[config.mk]
export PLATFORM = sky130hd
export DESIGN_NAME = arb_mux_flat
export DESIGN_NICKNAME = d
export VERILOG_FILES = /design/src/rtl/arb_mux_if.sv /design/src/rtl/arb_mux.sv /design/src/flat_wrapper.sv
export SDC_FILE = /design/constraint.sdc
export NUM_CORES = 1
export LEC_CHECK = 0
export ABC_AREA = 1
export CAP_MARGIN = 20
export CORE_MARGIN = 2
export CORE_UTILIZATION = 36
export DETAILED_ROUTE_END_ITERATION = 10
export PLACE_DENSITY = 0.75
export SYNTH_ARGS = -nofsm -noshare
export SYNTH_HDL_FRONTEND = slang
export SYNTH_SLANG_ARGS = --single-unit
export TNS_END_PERCENT = 1
[constraint.sdc]
create_clock -name clk -period 1.58 [get_ports clk]
set_input_delay 0.395 -clock clk [delete_from_list [all_inputs] [get_ports clk]]
set_output_delay 0.395 -clock clk [all_outputs]
set_load 0.02 [all_outputs]
[src/rtl/arb_mux_if.sv]
// Handshake bundle for arb_mux: N request channels in, one registered word out.
// The master side drives requests and downstream ready; the slave side is the arbiter.
interface arb_mux_if #(
  parameter int WIDTH = 4,
  parameter int N     = 4
);
  localparam int SW = $clog2(N);

  logic                      mode;
  logic [N-1:0]              in_valid;
  logic [N-1:0][WIDTH-1:0]   in_data;
  logic [N-1:0]              in_ready;
  logic                      out_valid;
  logic [WIDTH-1:0]          out_data;
  logic [SW-1:0]             out_sel;
  logic                      out_ready;

  modport master (
    output mode, in_valid, in_data, out_ready,
    input  in_ready, out_valid, out_data, out_sel
  );

  modport slave (
    input  mode, in_valid, in_data, out_ready,
    output in_ready, out_valid, out_data, out_sel
  );
endinterface

[src/rtl/arb_mux.sv]
// N-channel arbiter (fixed priority or round-robin) feeding a single output register
// with one-word-per-cycle throughput under continuous draining.
module arb_mux_lane #(
  parameter int WIDTH = 4,
  parameter int SW    = 2,
  parameter int IDX   = 0
) (
  input  logic             vld,
  input  logic [SW-1:0]    ptr,
  input  logic             gnt,
  input  logic [WIDTH-1:0] data,
  output logic             hi,
  output logic [WIDTH-1:0] data_m
);
  // Requests at or above the round-robin pointer get the first look.
  assign hi     = vld && (SW'(IDX) >= ptr);
  // AND-OR mux so a non-granted lane's data (even X) never reaches the output.
  assign data_m = data & {WIDTH{gnt}};
endmodule

module arb_mux #(
  parameter int WIDTH = 4,
  parameter int N     = 4
) (
  input  logic      clk,
  input  logic      rst,
  arb_mux_if.slave  bus
);
  localparam int SW = $clog2(N);

  logic [N-1:0]            hi, req, gnt, gnt_q;
  logic [N-1:0][WIDTH-1:0] data_m;
  logic [WIDTH-1:0]        data_sel;
  logic [SW-1:0]           g, ptr;
  logic                    load_en, any;
  logic                    val_q;
  logic [WIDTH-1:0]        data_q;
  logic [SW-1:0]           sel_q;

  for (genvar i = 0; i < N; i++) begin : g_lane
    arb_mux_lane #(.WIDTH(WIDTH), .SW(SW), .IDX(i)) u_lane (
      .vld    (bus.in_valid[i]),
      .ptr    (ptr),
      .gnt    (gnt[i]),
      .data   (bus.in_data[i]),
      .hi     (hi[i]),
      .data_m (data_m[i])
    );
  end

  assign load_en = !val_q || bus.out_ready;
  assign any     = |bus.in_valid;

  // Round-robin: lowest request at/after ptr, else wrap to lowest overall.
  always_comb begin
    req = (bus.mode && (|hi)) ? hi : bus.in_valid;
    gnt = req & (~req + N'(1));
  end

  always_comb begin
    g        = '0;
    data_sel = '0;
    for (int i = 0; i < N; i++) begin
      if (gnt[i]) g = SW'(i);
      data_sel = data_sel | data_m[i];
    end
  end

  assign gnt_q        = (load_en && !rst) ? gnt : '0;
  assign bus.in_ready = gnt_q;

  always_ff @(posedge clk or posedge rst) begin
    if (rst) begin
      val_q  <= 1'b0;
      data_q <= '0;
      sel_q  <= '0;
      ptr    <= '0;
    end else if (load_en) begin
      if (any) begin
        val_q  <= 1'b1;
        data_q <= data_sel;
        sel_q  <= g;
        if (bus.mode) ptr <= (g == SW'(N - 1)) ? '0 : g + 1'b1;
      end else begin
        // load_en with a held word means it is draining this cycle
        val_q <= 1'b0;
      end
    end
  end

  assign bus.out_valid = val_q;
  assign bus.out_data  = data_q;
  assign bus.out_sel   = sel_q;
endmodule

[src/flat_wrapper.sv]
// flat-port wrapper written by rule: the top's interface ports become plain ports
module arb_mux_flat 
#(
  parameter int WIDTH = 4,
  parameter int N     = 4
)
  (clk, rst, bus_mode, bus_in_valid, bus_in_data, bus_out_ready, bus_in_ready, bus_out_valid, bus_out_data, bus_out_sel);
  arb_mux_if #(.WIDTH(WIDTH), .N(N)) bus_i ();
  input  logic clk;
  input  logic rst;
  input wire logic [$bits(bus_i.mode)-1:0] bus_mode;
  input wire logic [$bits(bus_i.in_valid)-1:0] bus_in_valid;
  input wire logic [$bits(bus_i.in_data)-1:0] bus_in_data;
  input wire logic [$bits(bus_i.out_ready)-1:0] bus_out_ready;
  output wire logic [$bits(bus_i.in_ready)-1:0] bus_in_ready;
  output wire logic [$bits(bus_i.out_valid)-1:0] bus_out_valid;
  output wire logic [$bits(bus_i.out_data)-1:0] bus_out_data;
  output wire logic [$bits(bus_i.out_sel)-1:0] bus_out_sel;
  assign bus_i.mode = bus_mode;
  assign bus_i.in_valid = bus_in_valid;
  assign bus_i.in_data = bus_in_data;
  assign bus_i.out_ready = bus_out_ready;
  assign bus_in_ready = bus_i.in_ready;
  assign bus_out_valid = bus_i.out_valid;
  assign bus_out_data = bus_i.out_data;
  assign bus_out_sel = bus_i.out_sel;
  arb_mux #(.WIDTH(WIDTH), .N(N)) u_core (.clk(clk), .rst(rst), .bus(bus_i));
endmodule
Yosys cells after proc, flatten, opt, wreduce, memory -nomap -nowiden --
Cells that the tools add are included.
Storage, ports and cells: register bits after elaboration 9, input port bits 24, output and inout bits 11, logic and storage cells 40
Operators by class: $add $sub $neg 2, order comparisons 4, equal/unequal tests 1, mux-type cells 7, bitwise gates (word level) 9, reduce and logical (&&, ||, !) cells 13
Operators with widths (count):
- AND 4 bit | 5
- bitwise OR 4 bit | 3
- two-way mux 4 bit | 2
- OR reduction 4 bit | 2
- logical AND 1 bit | 6
- two-way mux 2 bit | 3
- adder 4 x 1 -> 4 bit (second input constant) | 1
- greater-or-equal comparator 1 x 2 -> 1 bit (first input constant) | 2
- greater-or-equal comparator 2 bit (first input constant) | 2
- inverter 4 bit | 1
- AND reduction 3 bit | 1
- adder 2 x 1 -> 2 bit (second input constant) | 1
- equality test 2 bit (second input constant) | 1
- zero test 1 bit | 2
- two-way mux 1 bit | 2
- AND reduction 2 bit | 1
- logical OR 1 bit | 1

Longest topological paths before layout --
depth in word-level cells 13, mapped depth 12, gate-level depth less buffers 12

Cells and area by module --
A second synthesis with hierarchy kept.
Second synthesis, totals: cells, all modules 121, area, all modules 738.2 µm²
Modules (own cells, without submodules):
- arb_mux | instances 1, cells an instance 81, area an instance 583.1 µm², sequential area each 225.2 µm²
- arb_mux_lane at u_core.g_lane[0].u_lane | instances 1, cells an instance 11, area an instance 41.3 µm², sequential area each 0.0 µm²
- arb_mux_lane at u_core.g_lane[2].u_lane | instances 1, cells an instance 10, area an instance 38.8 µm², sequential area each 0.0 µm²
- arb_mux_lane at u_core.g_lane[1].u_lane | instances 1, cells an instance 10, area an instance 37.5 µm², sequential area each 0.0 µm²
- arb_mux_lane at u_core.g_lane[3].u_lane | instances 1, cells an instance 9, area an instance 37.5 µm², sequential area each 0.0 µm²

Least setup slack after synthesis --
No wires, ideal clock.
kind reg2out, start point register u_core.ptr[0], end point output bus_in_ready[3], data arrival time 1346 ps, required time 1185 ps, slack -161 ps, stages on the path, launching flop included 9, path buffers 1, cell sequence dfrtp_1 nor2_1 nand2_1 nand3_2 nand3_1 nand2_4 buf_12 nand3_4 nor2_1
Between the ends: longest elaborated chain between the ends 9, elaborated cells between the ends (all ways) 15, those cells by class 1 x add/sub; 4 x order compare; 2 x mux; 2 x bitwise; 6 x reduce/logical
RTL lines:
- from (decl) | line arb_mux.sv:34 | logic [SW-1:0] g, ptr;
- from (signal assigned) | line arb_mux.sv:83 | if (bus.mode) ptr <= (g == SW'(N - 1)) ? '0 : g + 1'b1;
- greater-or-equal comparator 2 bit / greater-or-equal comparator 1 x 2 -> 1 bit (equally long branches) | line arb_mux.sv:16 | assign hi = vld && (SW'(IDX) >= ptr);
- logical AND 1 bit | line arb_mux.sv:16
- OR reduction 4 bit | line arb_mux.sv:56 | req = (bus.mode && (|hi)) ? hi : bus.in_valid;
- logical AND 1 bit | line arb_mux.sv:56
- two-way mux 4 bit (*) | line arb_mux.sv:56
- inverter 4 bit | line arb_mux.sv:57 | gnt = req & (~req + N'(1));
- adder 4 x 1 -> 4 bit | line arb_mux.sv:57
- AND 4 bit (*) | line arb_mux.sv:57
- two-way mux 4 bit (*) | line arb_mux.sv:69 | assign gnt_q = (load_en && !rst) ? gnt : '0;
- to (decl) | line flat_wrapper.sv:15 | output wire logic [$bits(bus_i.in_ready)-1:0] bus_in_ready;
Every way passes the cells marked *; elsewhere a longest branch is shown, timed or not.

Worst setup path after layout --
start point input bus_mode, end point output bus_in_ready[2]
Between the ends: longest elaborated chain between the ends 6
RTL lines:
- from (decl) | line flat_wrapper.sv:11 | input wire logic [$bits(bus_i.mode)-1:0] bus_mode;
- logical AND 1 bit (*) | line arb_mux.sv:56
- two-way mux 4 bit (*) | line arb_mux.sv:56
- inverter 4 bit | line arb_mux.sv:57
- adder 4 x 1 -> 4 bit | line arb_mux.sv:57
- AND 4 bit (*) | line arb_mux.sv:57
- two-way mux 4 bit (*) | line arb_mux.sv:69
Marked as above.

==> impl_metrics.ini <==
[global_route]
grt_max_degree = 11
antenna_found_initial = 0
grt_pass1_vias = 912
grt_pass1_wl_um = 3820
overflow = 0
track_usage_pct = 19.8

[sta]
setup_viol = 8
layout_setup_ws_ns = -0.473
slew_violations = 0
finalCritPeriodShare_pct = 130
max_freq_mhz = 487
min_period_ns = 2.05
finClkSkew_ns = 0.00639
rsz0062_at_grt = yes
worst_pin_slew_ns = 0.265
slew_headroom_pct = 82.3
hold_viol = 0

[finish]
drive_above_1_share_pct = 31.3
diodes = 0
multi_input_area_um2 = 483
final_cell_mix = nand2_1 (24), buf_4 (20), clkdlybuf4s50_1 (19)
final_util_pct = 67.3
register_area_um2 = 225
n_fill_cell = 187
fin_nets = 185
final_common_cell = nand2_1
area_delta_synth_final_pct = 78.0

[setup_path]
cp-startpoint = bus_mode
crit_path_end = bus_in_ready[2]
critPathMaxFanout = 4
arrival_ns = 1.66
startpoint_type = input port
rr_worst_depth = 13
timing.rr.end = u_core.bus.out_data[3]$_DFFE_PP0P_
crit_type = in2out
r2r_start = u_core.ptr[1]$_DFFE_PP0P_
ff2ff_setup_slack_ns = -0.07
end_kind = primary output
required_ns = 1.18

[cts]
clkSlewWorstSetupHoldPaths_ns = 0.07
clockBufferDepth = 2
root_buffer = clkbuf_4
clk_latency_ns = 0.27
clkSinkCount = 9
numCtsBuffers = 3
cts_tree = yes
cts_max_level = 1

[status]
violations = setup timing
status = finished with violations

[routing]
first_pass_iters = 4
vias_per_cell = 4.73
wirelength_um = 2330
drc_errors = 0
wl_per_cell_um = 12.5
drt_iter0_markers = 12
route.antenna.remaining_nets = 0
vias = 885

[synthesis]
synthDistinctLibCells = 20
synth_cells = 105
yosys_warnings = 0
ys_ff_latch = 9
synth_seq_area_share_pct = 30.7
syn_area_per_cell_um2 = 6.99
syn-num-nets = 129
syn_area_um2 = 734

[die]
core_area_um2 = 1940
die-area_um2 = 2420
die_h_um = 49.2
rows = 16
start_util_pct = 37.8
ioPinCount = 35
die-width_um = 49.2

[power_and_ir_drop]
leakagePower_nw = 0.646
irDropWorstVdd_uv = 536
power_density_nw_per_um2 = 766

[place]
dp_hpwl_um = 1800
numPortBuffers = 34
routabilityCongestion = 0.858
pre_cts_slack_ns = -0.968

[job]
max_cap_violations = 0

[hold_path]
hp-class = in2async
==> metal layers <==
metal | global-route usage [%] | vias to the layer above | routed length, µm
li1 | - | 442 | -
met1 | 24.2 | 409 | 1010
met2 | 34.7 | 30 | 1170
met3 | 4.60 | 4 | 146
met4 | 5.24 | 0 | 10
met5 | 0 | - | 0
==> stage by stage <==
step	TNS, ns	hold slack, ns	cells	total power [mW]	instance area [µm²]
after floorplan	-0.188	0.231	105	0.568	742
after global placement	-6.67	0.509	183	0.786	1230
after detailed placement	-6.95	0.549	183	0.800	1230
after CTS	-1.59	0.444	187	0.967	1240
after global routing	-2.76	0.472	187	1.07	1310
final	-2.02	0.434	187	1.00	1310
==> worst min path at each step <==
stage | start | end
2_1_floorplan | rst | u_core.bus.out_data[0]$_DFFE_PP0P_
3_3_place_gp | u_core.ptr[0]$_DFFE_PP0P_ | u_core.ptr[0]$_DFFE_PP0P_
3_5_place_dp | u_core.bus.out_sel[1]$_DFFE_PP0P_ | u_core.bus.out_sel[1]$_DFFE_PP0P_
4_1_cts | rst | u_core.bus.out_sel[1]$_DFFE_PP0P_
5_1_grt | rst | u_core.bus.out_sel[1]$_DFFE_PP0P_
6_report | rst | u_core.bus.out_sel[1]$_DFFE_PP0P_
==> layout make-up <==
class | count | share of cell area (%)
multi-input cells | 77 | 36.9
flip-flops and latches | 9 | 17.2
clock buffers | 4 | 2.01
inverters | 17 | 5.07
repair buffers | 53 | 36.2
well taps | 27 | 2.58
==> timing repair <==
item	in CTS	in global routing
pin swaps	4	6
gates resized for setup	36	12
setup endpoints to repair	19	10
hold buffers	0	0
setup buffers	0	0
==> Yosys cell counts (all sizes together) <==
library cell	n	share of area, %
a21oi	1	1.2
a31oi	2	1.7
buf	2	4.3
dfrtp	9	31
inv	17	9.0
nand2	33	22
nand3	9	9.2
nand4	8	6.8
nor2	17	8.7
nor4	1	1.7
o211ai	1	1.0
o21ai	1	0.68
or2	4	3.4
==> flip-flops by register name, indices dropped and copies added, names as in the netlist <==
| name | cells |
|---|---|
| u_core.bus.out_data | 4 |
| u_core.bus.out_sel | 2 |
| u_core.ptr | 2 |
| u_core.bus.out_valid | 1 |
==> power breakdown <==
group | switching, mW | leakage (nW) | internal [mW]
clock network | 0.0900 | 0.0150 | 0.0977
registers | 0.0303 | 0.103 | 0.272
logic | 0.281 | 0.528 | 0.232
total | 0.401 | 0.646 | 0.601
==> worst max-delay path, stage by stage <==
cell and delay, ns:
clkdlybuf4s50_1 0.62, nand2_4 0.11, nand2_4 0.08, nand2_4 0.06, inv_4 0.08, nand3_4 0.07, nor2_2 0.11, buf_6 0.13
==> kinds of logic after synthesis <==
logic type	after synthesis	synth area share, %
AOI/OAI and AO/OA	5	4.60
and+or+nand+nor	72	51.4
DFF	9	30.7
buffers and inverters	19	13.3
Power figures use the tool's default switching activity.
